### src/rtl/dense_result_reader.sv
// dense_result_reader: captures a packed score vector, runs a sequential signed argmax,
// pulses the winning class and drives the board LEDs (class one-hot or dwell-cycled raw scores).
module dense_result_reader #(
    parameter int N_CLASS   = 7,
    parameter int DATA_BITS = 8,
    parameter int DWELL     = 10000
) (
    input  logic                           clk,
    input  logic                           resetn,
    input  logic                           valid_i,
    input  logic [N_CLASS*DATA_BITS-1:0]   data_i,
    input  logic                           mode_i,
    output logic [2:0]                     class_o,
    output logic                           class_valid_o,
    output logic                           busy_o,
    output logic [7:0]                     led_o
);
    localparam int CW = DWELL > 1 ? $clog2(DWELL) : 1;
    typedef enum logic [1:0] {IDLE, SCAN, SHOW} state_t;
    state_t                        r_state, w_state_nxt;
    logic signed [DATA_BITS-1:0]   r_score [N_CLASS];
    logic signed [DATA_BITS-1:0]   r_best, w_best_nxt;
    logic [2:0]                    r_idx, w_idx_nxt, r_best_idx, w_best_idx_nxt;
    logic [2:0]                    w_class_nxt, r_disp, w_disp_nxt;
    logic [CW-1:0]                 r_cnt, w_cnt_nxt;
    logic                          w_capture, w_take, w_done, w_wrap;
    logic [6:0]                    w_onehot;
    logic [7:0]                    w_led_nxt;
    always_comb begin
        w_capture      = (r_state != SCAN) && valid_i;
        w_take         = r_score[r_idx] > r_best;
        w_done         = (r_state == SCAN) && (r_idx == 3'(N_CLASS-1));
        w_wrap         = r_cnt == CW'(DWELL-1);
        w_state_nxt    = r_state;
        w_best_nxt     = r_best;
        w_best_idx_nxt = r_best_idx;
        w_idx_nxt      = r_idx;
        w_class_nxt    = class_o;
        w_disp_nxt     = r_disp;
        w_cnt_nxt      = r_cnt;
        if (w_capture) begin
            w_state_nxt    = SCAN;
            w_best_nxt     = data_i[DATA_BITS-1:0];
            w_best_idx_nxt = 3'd0;
            w_idx_nxt      = 3'd1;
        end else if (r_state == SCAN) begin
            w_best_nxt     = w_take ? r_score[r_idx] : r_best;
            w_best_idx_nxt = w_take ? r_idx : r_best_idx;
            w_idx_nxt      = r_idx + 3'd1;
            if (w_done) begin
                w_state_nxt = SHOW;
                w_class_nxt = w_best_idx_nxt;
                w_disp_nxt  = 3'd0;
                w_cnt_nxt   = '0;
            end
        end else if (r_state == SHOW) begin
            w_cnt_nxt  = w_wrap ? '0 : r_cnt + 1'b1;
            w_disp_nxt = !w_wrap ? r_disp : (r_disp == 3'(N_CLASS-1)) ? 3'd0 : r_disp + 3'd1;
        end
        // LEDs follow the next-cycle class/display index so they change on the same edge
        w_onehot  = 7'(1) << w_class_nxt;
        w_led_nxt = (w_state_nxt == IDLE) ? 8'd0 :
                    mode_i ? 8'(r_score[w_disp_nxt]) : {1'b1, w_onehot};
    end
    always_ff @(posedge clk) begin
        if (!resetn) begin
            r_state       <= IDLE;
            r_best        <= '0;
            r_best_idx    <= '0;
            r_idx         <= '0;
            r_disp        <= '0;
            r_cnt         <= '0;
            class_o       <= '0;
            class_valid_o <= 1'b0;
            busy_o        <= 1'b0;
            led_o         <= '0;
            for (int k = 0; k < N_CLASS; k++) r_score[k] <= '0;
        end else begin
            r_state       <= w_state_nxt;
            r_best        <= w_best_nxt;
            r_best_idx    <= w_best_idx_nxt;
            r_idx         <= w_idx_nxt;
            r_disp        <= w_disp_nxt;
            r_cnt         <= w_cnt_nxt;
            class_o       <= w_class_nxt;
            class_valid_o <= w_done;
            busy_o        <= w_state_nxt == SCAN;
            led_o         <= w_led_nxt;
            if (w_capture)
                for (int k = 0; k < N_CLASS; k++) r_score[k] <= data_i[k*DATA_BITS +: DATA_BITS];
        end
    end
endmodule

### config.mk
export PLATFORM = sky130hd
export DESIGN_NAME = dense_result_reader
export DESIGN_NICKNAME = d
export VERILOG_FILES = /design/src/rtl/dense_result_reader.sv
export SDC_FILE = /design/constraint.sdc
export NUM_CORES = 1
export LEC_CHECK = 0
export CORE_ASPECT_RATIO = 0.75
export CORE_MARGIN = 1.5
export CORE_UTILIZATION = 30
export DETAILED_ROUTE_END_ITERATION = 6
export PLACE_DENSITY_LB_ADDON = 0.08
export SLEW_MARGIN = 20
export SYNTH_ARGS = -nofsm -noshare
export SYNTH_HDL_FRONTEND = slang
export SYNTH_SLANG_ARGS = --single-unit
### constraint.sdc
create_clock -name clk -period 4.11 [get_ports clk]
set_input_delay 1.0275 -clock clk [delete_from_list [all_inputs] [get_ports clk]]
set_output_delay 1.0275 -clock clk [all_outputs]
set_load 0.005 [all_outputs]
==> results.toml <==
[die]
fp.dieW_um = 158
die_area_um2 = 18900
initial_core_util = 0.307
die_h_um = 119
ios = 73
core_um2 = 17700
row_count = 42

[clock_tree]
cts-root-buf = "clkbuf_16"
htreeDepth = 3
clk_pin_slew_ns = 0.08
numCtsBuffers = 9
cts_tree = "yes"
clk_latency_ns = 0.36
cts_buffer_depth = 2
cts_resized = 0
postCtsSetupBuffers = 0
clock_sinks = 102
ctsHoldBuffers = 0

[logic_synthesis]
netlist_area_um2 = 5430
ys_types = 63
synth_edf_count = 56
synthCells = 510
ys_ff_latch = 102
avgSynthCellArea_um2 = 10.6
synth_flop_cell = "edfxtp_1"
yosysWarnings = 0
async_flop_share = 0
synth-seq-area-share = 0.480
syn-num-nets = 583

[timing]
fmax_mhz = 264
hold_viol_final = 0
fin_crit_ns = 3.79
rsz0062_at_grt = "no"
worst_pin_slew_ns = 0.791
tns_ns = 0
post-route-period-util = 0.921
finalSetupViolCount = 0
slew_headroom = 0.472
slew_violations = 0
fin_skew_ns = 0.00862

[detailed_routing]
viasPerCell = 4.85
dr.pass1.iters = 4
drt_iter0_markers = 328
drcViolationCount = 0
routed_wl_um = 15100
wl_per_cell_um = 18.3
ant_nets = 0
vias = 4009

[hold_path]
hp-class = "reg2reg"
holdPathStages = 2

[setup_path]
start_kind = "flip-flop"
reg2reg_depth = 10
crit_fanout = 20
path_class = "reg2reg"
crit_path_end_kind = "flip-flop"
worstPathRequired_ns = 4.35
crit_arrival_ns = 4.03

[finish]
layout_commonest_cell = "clkdlybuf4s50_1"
utilization = 0.382
most-common-layout-cells = "clkdlybuf4s50_1 (71), edfxtp_1 (56), and3_1 (52)"
n_antenna_cell = 0
finalNetCount = 653
stdcell_area_um2 = 6740
area_growth_pct = 24.2
layout-drive-gt1-share = 0.120

[power]
ir_drop_uv = 186
power.density_nw_per_um2 = 358
leakage_nw = 2.73

[grt]
antenna_found_initial = 0
grt_start_max_net_pins = 66
overflow = 0
grt_pass1_wl_um = 23500
first_global_vias = 3896
grt.total_usage = 0.169

[run_status]
status = "completed"

[run]
cap_violations = 0

[placed_design]
io_buffers = 72
place_congestion = 0.800
hpwl_um = 11300
placed_area_um2 = 6450
final cells by class:
| class | instances | area (µm²) |
|---|---|---|
| fillers | 1795 | 10900 |
| multi-input cells | 360 | 2630 |
| flip-flops and latches | 102 | 2600 |
| repair buffers | 89 | 843 |
| well taps | 242 | 303 |
| clock buffers | 9 | 225 |
| inverters | 18 | 67.6 |
| clock inverters | 7 | 63.8 |
critical path: stages, from the launching register on:
cell      delay [ns]
dfxtp_1         0.84
mux4_2          0.40
mux2_2          0.30
ha_1            0.31
nor2b_1         0.15
o211ai_1        0.11
a211oi_1        0.44
nor2_1          0.15
a21oi_1         0.43
nor3b_1         0.11
o41a_1          0.42
per-layer routing:
layer	track usage	wire [µm]
met1	0.282	8620
met2	0.208	5480
met3	0.0386	858
met4	0.0438	167
met5	0	0
power by group:
part | internal (mW) | total, mW | switching (mW)
registers | 1.14 | 1.19 | 0.0506
clock network | 0.428 | 0.848 | 0.421
logic | 0.183 | 0.371 | 0.188
cells in the mapped netlist, types with 9 or more instances:
cell       n  area, µm²
mux2i_1   47        470
ha_1      13        163
and2_1    19        119
nand2_1   27        101
clkbuf_1  22       82.6
a21oi_1   12       60.1
dfxtp_1   46        921
inv_1     17       63.8
o21ai_0   18       90.1
nor2_1    48        180
and3_1    52        325
edfxtp_1  56       1680
nand3_1    9       45.0
state kept, by name, summed over array words and instances (netlist names):
| name | cells |
|---|---|
| busy_o | 1 |
| class_o | 3 |
| class_valid_o | 1 |
| led_o | 8 |
| r_best | 8 |
| r_best_idx | 3 |
| r_cnt | 14 |
| r_disp | 3 |
| r_idx | 3 |
| r_score | 56 |
| r_state | 2 |
worst paths after layout:
kind                               startpoint            end  slack [ns]
worst min-delay path            r_best_idx[1]  r_best_idx[1]        0.50
worst max register to register       r_idx[2]       led_o[0]        0.32
worst min register to register  r_best_idx[1]  r_best_idx[1]        0.50
worst max-delay path                 r_idx[2]       led_o[0]        0.32
kinds of logic (layout without fill, tap and decap cells):
kind of cell               Yosys count  in the layout  share of synthesized area
muxes                               63             63                      0.137
AOI/OAI and AO/OA                   70             70                     0.0872
DFF                                102            102                      0.480
and+or+nand+nor                    202            202                      0.209
adders and majority gates           13             13                     0.0300
xor gates and xnor gates            12             12                     0.0194
buffers and inverters               48            123                     0.0385
stage by stage:
stage,total power [mW],setup WS (ns),hold WS (ns),cells
6_report,2.41,0.323,0.498,827
5_1_grt,2.52,0.0402,0.515,827
4_1_cts,2.44,0.323,0.502,827
3_5_place_dp,1.59,0.274,0.484,811
3_3_place_gp,1.59,0.270,0.468,811
2_1_floorplan,1.41,0.415,0.454,510
Power figures use the tool's default switching activity.
